==> src/rtl/irq_pkg.sv <==
// Shared types and constants for the 4-line interrupt controller.
package irq_pkg;

  // Number of request lines handled by the controller.
  localparam int NUM_IRQ = 4;

  // Default synchroniser depth; legal range is 2..4.
  localparam int SYNC_STAGES_DEFAULT = 2;

  // Index of a request line; 3 is the highest priority.
  typedef logic [1:0] irq_code_t;

  // Handshake state: IDLE looks for work, PRESENT holds a code until accepted.
  typedef enum logic {
    IDLE    = 1'b0,
    PRESENT = 1'b1
  } irq_state_t;

  // One-hot mask selecting the pending bit that belongs to a code.
  function automatic logic [NUM_IRQ-1:0] code_onehot(input irq_code_t code);
    logic [NUM_IRQ-1:0] oh;
    oh = '0;
    oh[code] = 1'b1;
    return oh;
  endfunction

endpackage : irq_pkg

==> src/rtl/irq_sync_edge.sv <==
// Single-bit synchroniser with a history flop that emits a one-cycle pulse
// when the synchronised input goes from 0 to 1.
module irq_sync_edge #(
  parameter int SYNC_STAGES = 2
) (
  input  logic clk,
  input  logic rst_n,
  input  logic irq_i,
  output logic edge_o
);

  // sync_q[0] samples the asynchronous line; the top stage is the clean copy.
  logic [SYNC_STAGES-1:0] sync_q;
  logic                   prev_q;
  logic                   sync_out;

  assign sync_out = sync_q[SYNC_STAGES-1];

  // Shift the raw request through the synchroniser chain.
  always_ff @(posedge clk or negedge rst_n) begin
    if (!rst_n) begin
      sync_q <= '0;
    end else begin
      sync_q <= {sync_q[SYNC_STAGES-2:0], irq_i};
    end
  end

  // Remember last cycle's synchronised level for rising-edge detection.
  always_ff @(posedge clk or negedge rst_n) begin
    if (!rst_n) begin
      prev_q <= 1'b0;
    end else begin
      prev_q <= sync_out;
    end
  end

  // Pulse is combinational so pending can be set on the very next edge.
  assign edge_o = sync_out & ~prev_q;

endmodule : irq_sync_edge

==> src/rtl/irq_ctrl4.sv <==
// Four-line interrupt controller: edge capture into pending, masking,
// fixed priority (bit 3 highest) and a valid/ready presentation FSM.
module irq_ctrl4
  import irq_pkg::*;
#(
  parameter int SYNC_STAGES = SYNC_STAGES_DEFAULT
) (
  input  logic       clk,
  input  logic       rst_n,
  input  logic [3:0] irq_in,
  input  logic [3:0] mask,
  output logic       irq_valid,
  output logic [1:0] irq_code,
  input  logic       irq_ready,
  output logic [3:0] pending,
  output logic [3:0] lost,
  input  logic       lost_clr
);

  logic [NUM_IRQ-1:0] edge_w;
  logic [NUM_IRQ-1:0] pending_q, pending_d;
  logic [NUM_IRQ-1:0] lost_q, lost_d;
  logic [NUM_IRQ-1:0] req;
  logic [NUM_IRQ-1:0] clear_mask;
  logic [NUM_IRQ-1:0] lost_set;
  irq_code_t          req_code;
  logic               has_req;
  irq_code_t          code_q;
  irq_state_t         state_q, state_d;
  logic               accept;
  logic               load_code;

  // One synchroniser/edge detector per request line.
  for (genvar gi = 0; gi < NUM_IRQ; gi++) begin : g_sync
    irq_sync_edge #(
      .SYNC_STAGES(SYNC_STAGES)
    ) u_sync_edge (
      .clk   (clk),
      .rst_n (rst_n),
      .irq_i (irq_in[gi]),
      .edge_o(edge_w[gi])
    );
  end

  // Only unmasked pending bits compete for presentation.
  assign req = pending_q & ~mask;

  // Fixed-priority encode of the competing requests, bit 3 wins.
  always_comb begin
    req_code = 2'd0;
    has_req  = 1'b1;
    casez (req)
      4'b1???: req_code = 2'd3;
      4'b01??: req_code = 2'd2;
      4'b001?: req_code = 2'd1;
      4'b0001: req_code = 2'd0;
      default: begin
        req_code = 2'd0;
        has_req  = 1'b0;
      end
    endcase
  end

  // Pending/lost next state: a fresh edge beats the acceptance clear, and a
  // fresh lost event beats lost_clr.
  always_comb begin
    clear_mask = accept ? code_onehot(code_q) : '0;
    lost_set   = edge_w & pending_q & ~clear_mask;
    pending_d  = (pending_q & ~clear_mask) | edge_w;
    lost_d     = (lost_clr ? '0 : lost_q) | lost_set;
  end

  // Pending and lost registers.
  always_ff @(posedge clk or negedge rst_n) begin
    if (!rst_n) begin
      pending_q <= '0;
      lost_q    <= '0;
    end else begin
      pending_q <= pending_d;
      lost_q    <= lost_d;
    end
  end

  // FSM state register.
  always_ff @(posedge clk or negedge rst_n) begin
    if (!rst_n) begin
      state_q <= IDLE;
    end else begin
      state_q <= state_d;
    end
  end

  // FSM next state: grab a request in IDLE, release it on acceptance; the
  // forced return to IDLE spaces grants two cycles apart.
  always_comb begin
    state_d = state_q;
    unique case (state_q)
      IDLE:    if (has_req)   state_d = PRESENT;
      PRESENT: if (irq_ready) state_d = IDLE;
      default: state_d = IDLE;
    endcase
  end

  // FSM outputs: valid is the PRESENT state itself, so it never retracts.
  always_comb begin
    irq_valid = (state_q == PRESENT);
    accept    = (state_q == PRESENT) && irq_ready;
    load_code = (state_q == IDLE) && has_req;
  end

  // Code is captured only at grant time and held through PRESENT.
  always_ff @(posedge clk or negedge rst_n) begin
    if (!rst_n) begin
      code_q <= 2'd0;
    end else if (load_code) begin
      code_q <= req_code;
    end
  end

  assign irq_code = code_q;
  assign pending  = pending_q;
  assign lost     = lost_q;

endmodule : irq_ctrl4

==> config.mk <==
export PLATFORM = sky130hd
export DESIGN_NAME = irq_ctrl4
export DESIGN_NICKNAME = d
export VERILOG_FILES = /design/src/rtl/irq_pkg.sv /design/src/rtl/irq_sync_edge.sv /design/src/rtl/irq_ctrl4.sv
export SDC_FILE = /design/constraint.sdc
export NUM_CORES = 1
export LEC_CHECK = 0
export CORE_AREA = 2 2 44 46
export DETAILED_ROUTE_END_ITERATION = 10
export DIE_AREA = 0 0 46 48
export PLACE_DENSITY_LB_ADDON = 0.25
export SYNTH_ARGS = -nofsm -noshare
export SYNTH_HDL_FRONTEND = slang
export SYNTH_SLANG_ARGS = --single-unit
==> constraint.sdc <==
create_clock -name clk -period 1.69 [get_ports clk]
set_input_delay 0.2535 -clock clk [delete_from_list [all_inputs] [get_ports clk]]
set_output_delay 0.2535 -clock clk [all_outputs]
set_load 0.01 [all_outputs]
==> metrics.md, run 1 <==
| Metric | Value |
|---|---|
| Run status | `completed` |
| Final Hold Vio Count | `0` |
| Worst-path fanout max | `6` |
| Area added between synthesis and finish | `33.8%` |
| Initial DRC count | `1` |
| Min cycle time layout | `1.60 ns` |
| Synthesized area | `803 sq um` |
| Startpoint Class | `flip-flop` |
| Synthesized Nets | `71` |
| GRT Total Usage | `0.147` |
| Setup TNS | `0 ns` |
| Chip width | `46 microns` |
| Crit path max-delay cell type | `clkdlybuf4s50_1` |
| P_leak | `0.474 nW` |
| Worst hold slack | `0.287 ns` |
| WS Path Type | `flip-flop to output port` |
| Worst r2r src | `irq_code[0]$_DFFE_PN0P_` |
| Seq cells post-synth | `23` |
| Maximum clock rate | `0.626 GHz` |
| I/O Buffers | `22` |
| Rows | `15` |
| Finished Layout Cells | `103` |
| Number of routed nets with antenna violations | `0` |
| Final Util | `0.636` |
| Wire per inst | `12.6 microns` |
| Share of cells above drive strength 1 | `0.0930` |
| Post-synthesis cell type count | `20` |
| Area share of and/or/nand/nor cells after synthesis | `0.125` |
| R2R depth | `3` |
| Fin. max-slew vios | `0` |
| CTS buffer count | `3` |
| VDD IR max | `0.000605 V` |
| Initial Utilization | `0.476` |
| Synth top area cells | `dfrtp_1, nand2b_1, o22ai_1` |
| Synth Area in Compound Gates | `0.121` |
| Worst slew pin tran | `0.295 ns` |
| Worst setup EP type | `output port` |
| Worst Path Required | `1.44 ns` |
| Clock Path Buffers | `2` |
| Clock Pin Slew Worst Setup and Hold Paths | `0.11 ns` |
| Cell breakdown of the critical path | `clkdlybuf4s50_1` |
| Biggest area consumer among synthesized cells | `dfrtp_1` |
| First-pass GRT wire length | `2190 microns` |
| Worst Hold Class | `primary input to asynchronous set/reset pin` |
| Area after DPL | `0.00105 sq mm` |
| Area of the core | `0.00169 sq mm` |
| CTS resizes | `0` |
| End of the worst register-to-register path | `lost[1]$_DFF_PN0_` |
| Total grt overflow | `0` |
| Root Driver | `clkbuf_4` |
| Ports | `23` |
| Mux contribution to synthesized area | `0` |
| Worst slack, placed | `0.286 ns` |
| Post-CTS setup buffers | `0` |
| YS warnings | `0` |
| Synth top area share | `0.717` |
| Post-detail-place hpwl | `986 microns` |
| Worst skew pair latency | `0.30 ns` |
| DR pass1 iterations | `3` |
| Hold Buf Count CTS | `0` |
| CTS tree | `built` |
| Syn Area/Cell | `13.6 sq um` |
| Fin nets | `99` |
| Die height | `48 microns` |
| Sequential area share after synthesis | `0.717` |
| PwrDens | `1350 mW/mm^2` |
| Vias in the first global route | `521` |
| CTS H-tree depth | `1` |
| Skew final | `0.00341 ns` |
| Unrepaired setup endpoints after global routing | `no` |
| XOR/XNOR Fraction of Synth Area | `0` |
| Buf+Inv Stages, Crit Path | `1` |
| Final Cycle Share | `0.945` |
| Post-synthesis instance total | `59` |
| Sink Count | `23` |
| Layout fillers | `137` |
| Synth Area in Adders | `0` |
| Count of final setup violators | `0` |
| Largest net degree at the start of global routing | `24` |
| Post-route DRC | `0` |
| Largest family of logic cells by synthesized area | `simple AND/OR/NAND/NOR gates` |
| Worst Path Arrival | `1.34 ns` |
| Placed Instances | `99` |
| Vias | `526` |
| Final wirelength | `1300 microns` |
| Delay-heaviest family, CP | `buffers and inverters` |
| Initial antenna violation count | `0` |
| Gpl congestion | `0.794` |
| R2r setup slk | `0.57 ns` |
| Critical Path Max Stage Delay | `0.57 ns` |
| Diodes inserted | `0` |
| Post-route setup slack | `0.0937 ns` |
| Power Total | `1.45 mW` |
| Max cap viols | `0` |
| Die area | `0.00221 sq mm` |
| Slew HR | `0.802` |
| Vias per cell | `5.11` |
| Final Instance Area | `0.00107 sq mm` |
-- cell families (layout without fill, tap and decap cells) --
group	after synthesis	in the layout
DFF	23	23
buffers and inverters	6	33
AOI/OAI and AO/OA	14	14
and+or+nand+nor	16	16
-- power breakdown --
part / leakage (nW) / switching (mW) / internal [mW]
Clock: 0.0150 / 0.146 / 0.0921
Sequential: 0.263 / 0.0908 / 0.655
Combinational: 0.196 / 0.197 / 0.271
Total: 0.474 / 0.434 / 1.02
-- final cells by class --
cell class,count,area [sq um],share of cell area
Sequential cell,23,576,0.536
Inverter,5,18.8,0.0175
Timing Repair Buffer,24,235,0.219
Clock buffer,4,26.3,0.0244
Multi-Input combinational cell,30,198,0.184
Tap cell,17,21.3,0.0198
-- worst max-delay path by stage --
| stage | endpoint | from | depth (start not counted) |
|---|---|---|---|
| floorplan | lost[0]$_DFF_PN0_ | irq_valid$_DFF_PN0_ | 4 |
| global placement | lost[1]$_DFF_PN0_ | irq_ready | 4 |
| detailed placement | lost[1]$_DFF_PN0_ | irq_ready | 4 |
| CTS | irq_code[0] | irq_code[0]$_DFFE_PN0P_ | 1 |
| global route | irq_code[0] | irq_code[0]$_DFFE_PN0P_ | 1 |
| finish | irq_code[0] | irq_code[0]$_DFFE_PN0P_ | 1 |
-- cell usage after synthesis (all sizes together) --
| cell type | count |
|---|---|
| inv | 5 |
| o2bb2ai | 1 |
| o31ai | 2 |
| a21oi | 1 |
| nand2b | 7 |
| nand4 | 1 |
| buf | 1 |
| nand2 | 5 |
| dfrtp | 23 |
| nand3 | 1 |
| o21ai | 2 |
| or2b | 1 |
| o21a | 1 |
| a221o | 1 |
| a21o | 2 |
| o22ai | 4 |
| nor2 | 1 |
-- flip-flops by register name, summed over array words and instances (netlist names) --
name / cells
g_sync.u_sync_edge.sync_q: 8
g_sync.u_sync_edge.prev_q: 4
irq_code: 2
lost: 4
irq_valid: 1
pending: 4
-- placed cells by master (no fill, tap or decap), types with 2 or more instances in the layout --
master,instances
o22ai_1,4
clkbuf_4,3
nand2_1,4
o21ai_0,2
buf_4,2
clkdlybuf4s50_1,22
nand2b_1,6
o31ai_1,2
dfrtp_1,23
inv_1,5
-- per-layer routing --
layer	vias up	GRT usage	share of wire
li1	255	-	-
met5	-	0	0
met1	249	0.178	0.42
met4	0	0.120	0.019
met3	4	0.0226	0.055
met2	18	0.233	0.50
Note: power is estimated with default switching activity, not from simulation.
==> run 2, diff against run 1 <==
--- a/config.mk
+++ b/config.mk
@@ -5,9 +5,12 @@
 export SDC_FILE = /design/constraint.sdc
 export NUM_CORES = 1
 export LEC_CHECK = 0
-export CORE_AREA = 2 2 44 46
+export CELL_PAD_IN_SITES_DETAIL_PLACEMENT = 1
+export CELL_PAD_IN_SITES_GLOBAL_PLACEMENT = 1
+export CORE_AREA = 2 2 49 51
+export CTS_BUF_LIST = sky130_fd_sc_hd__clkbuf_16
 export DETAILED_ROUTE_END_ITERATION = 10
-export DIE_AREA = 0 0 46 48
+export DIE_AREA = 0 0 51 53
 export PLACE_DENSITY_LB_ADDON = 0.25
 export SYNTH_ARGS = -nofsm -noshare
 export SYNTH_HDL_FRONTEND = slang
==> metrics.md, run 2 (same netlist as run 1, synthesis figures left out) <==
| Metric | Value |
|---|---|
| CTS buffer count | `3` |
| Finished Layout Cells | `113` |
| Worst-path fanout max | `9` |
| VDD IR max | `0.000759 V` |
| P_leak | `0.495 nW` |
| Die height | `53 microns` |
| Wire per inst | `13.9 microns` |
| Sink Count | `23` |
| Diodes inserted | `0` |
| WS Path Type | `flip-flop to output port` |
| Number of flip-flops in the largest register | `8` |
| Fin. max-slew vios | `0` |
| Unrepaired setup endpoints after global routing | `no` |
| Hold Buf Count CTS | `0` |
| Setup TNS | `0 ns` |
| Final Hold Vio Count | `0` |
| Fin nets | `98` |
| Rows | `17` |
| Vias | `532` |
| Initial DRC count | `5` |
| Number of routed nets with antenna violations | `0` |
| Vias per cell | `4.71` |
| Commonest non-fill, non-tap cell in the layout | `dfrtp_1` |
| Final wirelength | `1570 microns` |
| First-pass GRT wire length | `2900 microns` |
| Post-CTS setup buffers | `0` |
| Total grt overflow | `0` |
| Biggest register | `g_sync.u_sync_edge.sync_q` |
| Maximum clock rate | `0.619 GHz` |
| Clock Path Buffers | `2` |
| Initial antenna violation count | `0` |
| Placed Instances | `109` |
| Ports | `23` |
| CTS tree | `built` |
| Worst slew pin tran | `0.377 ns` |
| Die area | `0.00270 sq mm` |
| Run status | `completed` |
| Final Cycle Share | `0.956` |
| Post-route DRC | `0` |
| Share of cells above drive strength 1 | `0.0941` |
| Vias in the first global route | `634` |
| Worst Hold Class | `primary input to asynchronous set/reset pin` |
| CTS H-tree depth | `1` |
| Post-detail-place hpwl | `1180 microns` |
| Critical Path Max Stage Delay | `0.60 ns` |
| Crit path max-delay cell type | `clkdlybuf4s50_1` |
| I/O Buffers | `22` |
| Max cap viols | `0` |
| Gpl congestion | `0.743` |
| Count of final setup violators | `0` |
| Largest net degree at the start of global routing | `24` |
| Worst setup EP type | `output port` |
| Worst Path Required | `1.44 ns` |
| DR pass1 iterations | `4` |
| Clock Pin Slew Worst Setup and Hold Paths | `0.06 ns` |
| Min cycle time layout | `1.62 ns` |
| Startpoint Class | `flip-flop` |
| Skew final | `0.00108 ns` |
| Slew HR | `0.747` |
| GRT Total Usage | `0.149` |
| Cell breakdown of the critical path | `clkdlybuf4s50_1` |
| Worst skew pair latency | `0.25 ns` |
| Area of the core | `0.00215 sq mm` |
| Delay-heaviest family, CP | `buffers and inverters` |
| Worst hold slack | `0.348 ns` |
| PwrDens | `1510 mW/mm^2` |
| Buf+Inv Stages, Crit Path | `1` |
| Root Driver | `clkbuf_16` |
| Worst r2r src | `irq_valid$_DFF_PN0_` |
| Worst Path Arrival | `1.36 ns` |
| Crit path from | `irq_valid$_DFF_PN0_` |
| Chip width | `51 microns` |
| CTS resizes | `0` |
| Initial Utilization | `0.374` |
| Most frequent cells in the layout | `dfrtp_1, clkdlybuf4s50_1, nand2b_1, inv_1` |
| Area added between synthesis and finish | `41.3%` |
[run 2: power breakdown]
part | internal, mW | switching, mW | total [mW]
sequential | 0.657 | 0.107 | 0.764
clock | 0.317 | 0.170 | 0.487
combinational | 0.265 | 0.199 | 0.465
total | 1.24 | 0.477 | 1.72
[run 2: through the flow]
stage	util	setup WS (ns)	power, mW	cell area, sq um
floorplan	-	0.641	0.961	803
global placement	0.491	0.244	1.22	1050
detailed placement	0.491	0.227	1.24	1050
CTS	0.528	0.0623	1.75	1130
global route	0.528	0.0205	1.84	1130
finish	0.528	0.0739	1.72	1130
[run 2: final cells by class]
cell class | instances | area, sq um
Inverter | 5 | 18.8
Fill cell | 228 | 1010
Clock buffer | 3 | 75.1
Multi-Input combinational cell | 30 | 198
Tap cell | 28 | 35.0
Timing Repair Buffer | 23 | 228
Sequential cell | 23 | 576
Clock inverter | 1 | 5.00
[run 2: metal layers]
metal	GRT usage	part of all wire
met4	0.0541	0.0083
met1	0.179	0.43
met3	0.0282	0.038
met5	0	0
met2	0.266	0.53
[run 2: path summary, 6_finish.rpt]
path	endpoint	slack, ns	depth (start not counted)
setup / recovery	irq_valid	0.07	1
min in group clk	g_sync[2].u_sync_edge.sync_q[1]$_DFF_PN0_	0.35	0
hold reg to reg	g_sync[2].u_sync_edge.sync_q[1]$_DFF_PN0_	0.35	0
setup reg to reg	lost[1]$_DFF_PN0_	0.45	3
max in group asynchronous	lost[2]$_DFF_PN0_	1.12	2
hold / removal	g_sync[0].u_sync_edge.sync_q[1]$_DFF_PN0_	0.35	2
==> run 3, diff against run 2 <==
--- a/config.mk
+++ b/config.mk
@@ -5,12 +5,13 @@
 export SDC_FILE = /design/constraint.sdc
 export NUM_CORES = 1
 export LEC_CHECK = 0
+export CAP_MARGIN = 25
 export CELL_PAD_IN_SITES_DETAIL_PLACEMENT = 1
 export CELL_PAD_IN_SITES_GLOBAL_PLACEMENT = 1
-export CORE_AREA = 2 2 49 51
+export CORE_AREA = 2 2 45 56
 export CTS_BUF_LIST = sky130_fd_sc_hd__clkbuf_16
 export DETAILED_ROUTE_END_ITERATION = 10
-export DIE_AREA = 0 0 51 53
+export DIE_AREA = 0 0 47 58
 export PLACE_DENSITY_LB_ADDON = 0.25
 export SYNTH_ARGS = -nofsm -noshare
 export SYNTH_HDL_FRONTEND = slang
==> metrics.md, run 3 (same netlist as run 1, synthesis figures left out) <==
| Metric | Value |
|---|---|
| M2 GR Usage | `0.217` |
| DR pass1 iterations | `3` |
| Initial antenna violation count | `0` |
| Gpl congestion | `0.751` |
| Vias per cell | `4.68` |
| Final Hold Vio Count | `0` |
| GRT Total Usage | `0.134` |
| Clock Pin Slew Worst Setup and Hold Paths | `0.06 ns` |
| Worst slew pin tran | `0.317 ns` |
| I/O Buffers | `22` |
| CTS resizes | `0` |
| Worst Hold Class | `primary input to asynchronous set/reset pin` |
| Worst-path fanout max | `9` |
| Skew final | `0.00239 ns` |
| Share of cells above drive strength 1 | `0.0941` |
| Worst skew pair latency | `0.25 ns` |
| Most frequent cells in the layout | `dfrtp_1, clkdlybuf4s50_1, nand2b_1, inv_1` |
| Post-detail-place hpwl | `1120 microns` |
| Buf+Inv Stages, Crit Path | `1` |
| Switch share | `0.277` |
| Die area | `0.00273 sq mm` |
| Max cap viols | `0` |
| Run status | `completed` |
| Internal | `1.24 mW` |
| First-pass GRT wire length | `2590 microns` |
| Area of the core | `0.00219 sq mm` |
| Met3 usage | `0.0280` |
| WS Path Type | `flip-flop to output port` |
| Chip width | `47 microns` |
| Vias | `543` |
| Root Driver | `clkbuf_16` |
| Initial Utilization | `0.367` |
| Worst Path Required | `1.44 ns` |
| VDD IR max | `0.000810 V` |
| Critical Path Max Stage Delay | `0.60 ns` |
| Hold Buf Count CTS | `0` |
| Die height | `58 microns` |
| Grt peak-use layer | `met2` |
| CTS H-tree depth | `1` |
| PwrDens | `1500 mW/mm^2` |
| Largest net degree at the start of global routing | `24` |
| Fin. max-slew vios | `0` |
| Fin nets | `98` |
| Min cycle time layout | `1.63 ns` |
| Crit path max-delay cell type | `clkdlybuf4s50_1` |
| Clock Path Buffers | `2` |
| P_sw | `474 uW` |
| Biggest register | `g_sync.u_sync_edge.sync_q` |
| R2r setup slk | `0.50 ns` |
| Final Cycle Share | `0.963` |
| Met1 usage | `0.162` |
| CTS tree | `built` |
| Sink Count | `23` |
| Rows | `19` |
| Area added between synthesis and finish | `41.7%` |
| Total grt overflow | `0` |
| Maximum clock rate | `0.614 GHz` |
| Vias in the first global route | `600` |
| Count of final setup violators | `0` |
| Diodes inserted | `0` |
| Final wirelength | `1490 microns` |
| Worst Path Arrival | `1.37 ns` |
| R2R depth | `3` |
| Unrepaired setup endpoints after global routing | `no` |
| Startpoint Class | `flip-flop` |
| Logic pwr share | `0.267` |
| Post-route DRC | `0` |
| CTS buffer count | `3` |
| Flop pwr share | `0.442` |
| Slew HR | `0.787` |
| Layout fillers | `246` |
| Commonest non-fill, non-tap cell in the layout | `dfrtp_1` |
| Wire per inst | `12.8 microns` |
| Worst hold slack | `0.348 ns` |
| Post-CTS setup buffers | `0` |
| P_leak | `0.495 nW` |
| Cell breakdown of the critical path | `clkdlybuf4s50_1` |
| Worst setup EP type | `output port` |
| Setup TNS | `0 ns` |
| Clock power frac | `0.291` |
| Number of routed nets with antenna violations | `0` |
| Levels on crit path | `1` |
| Number of flip-flops in the largest register | `8` |
| Delay-heaviest family, CP | `buffers and inverters` |
| Ports | `23` |
| Initial DRC count | `3` |
==> run 3: layout make-up <==
class,instances,area [sq um],share of cell area
clock inverter,1,5.00,0.00440
timing repair buffer,23,228,0.200
inverter,5,18.8,0.0165
tap,31,38.8,0.0341
multi-input combinational,30,198,0.174
sequential,23,576,0.505
clock buffer,3,75.1,0.0659
==> run 3: final timing paths <==
kind                                                            from                                   endpoint
min                                                            rst_n                        irq_valid$_DFF_PN0_
max reg2reg                                      irq_valid$_DFF_PN0_                          lost[1]$_DFF_PN0_
min reg2reg                g_sync[2].u_sync_edge.sync_q[0]$_DFF_PN0_  g_sync[2].u_sync_edge.sync_q[1]$_DFF_PN0_
max                                              irq_valid$_DFF_PN0_                                  irq_valid
min in group clk           g_sync[2].u_sync_edge.sync_q[0]$_DFF_PN0_  g_sync[2].u_sync_edge.sync_q[1]$_DFF_PN0_
max in group asynchronous                                      rst_n                          lost[2]$_DFF_PN0_
==> run 3: power by group through the flow <==
stage	combinational, mW	clock, mW	sequential, mW
finish	0.458	0.498	0.758
global route	0.503	0.537	0.778
CTS	0.467	0.513	0.761
detailed placement	0.464	0	0.771
global placement	0.457	0	0.764
floorplan	0.176	0	0.785
==> run 3: stage by stage <==
step | area (sq um) | utilization | setup WS, ns | power (mW) | cells
2_1_floorplan | 803 | - | 0.641 | 0.961 | 59
3_3_place_gp | 1060 | 0.484 | 0.262 | 1.22 | 112
3_5_place_dp | 1060 | 0.484 | 0.244 | 1.23 | 112
4_1_cts | 1140 | 0.521 | 0.0491 | 1.74 | 116
5_1_grt | 1140 | 0.521 | 0.00968 | 1.82 | 116
6_report | 1140 | 0.521 | 0.0619 | 1.71 | 116
==> run 3: per-layer routing <==
metal,up-vias,part of all wire
met2,15,0.54
met3,2,0.047
li1,253,-
met5,-,0
met4,0,0.0081
met1,273,0.40
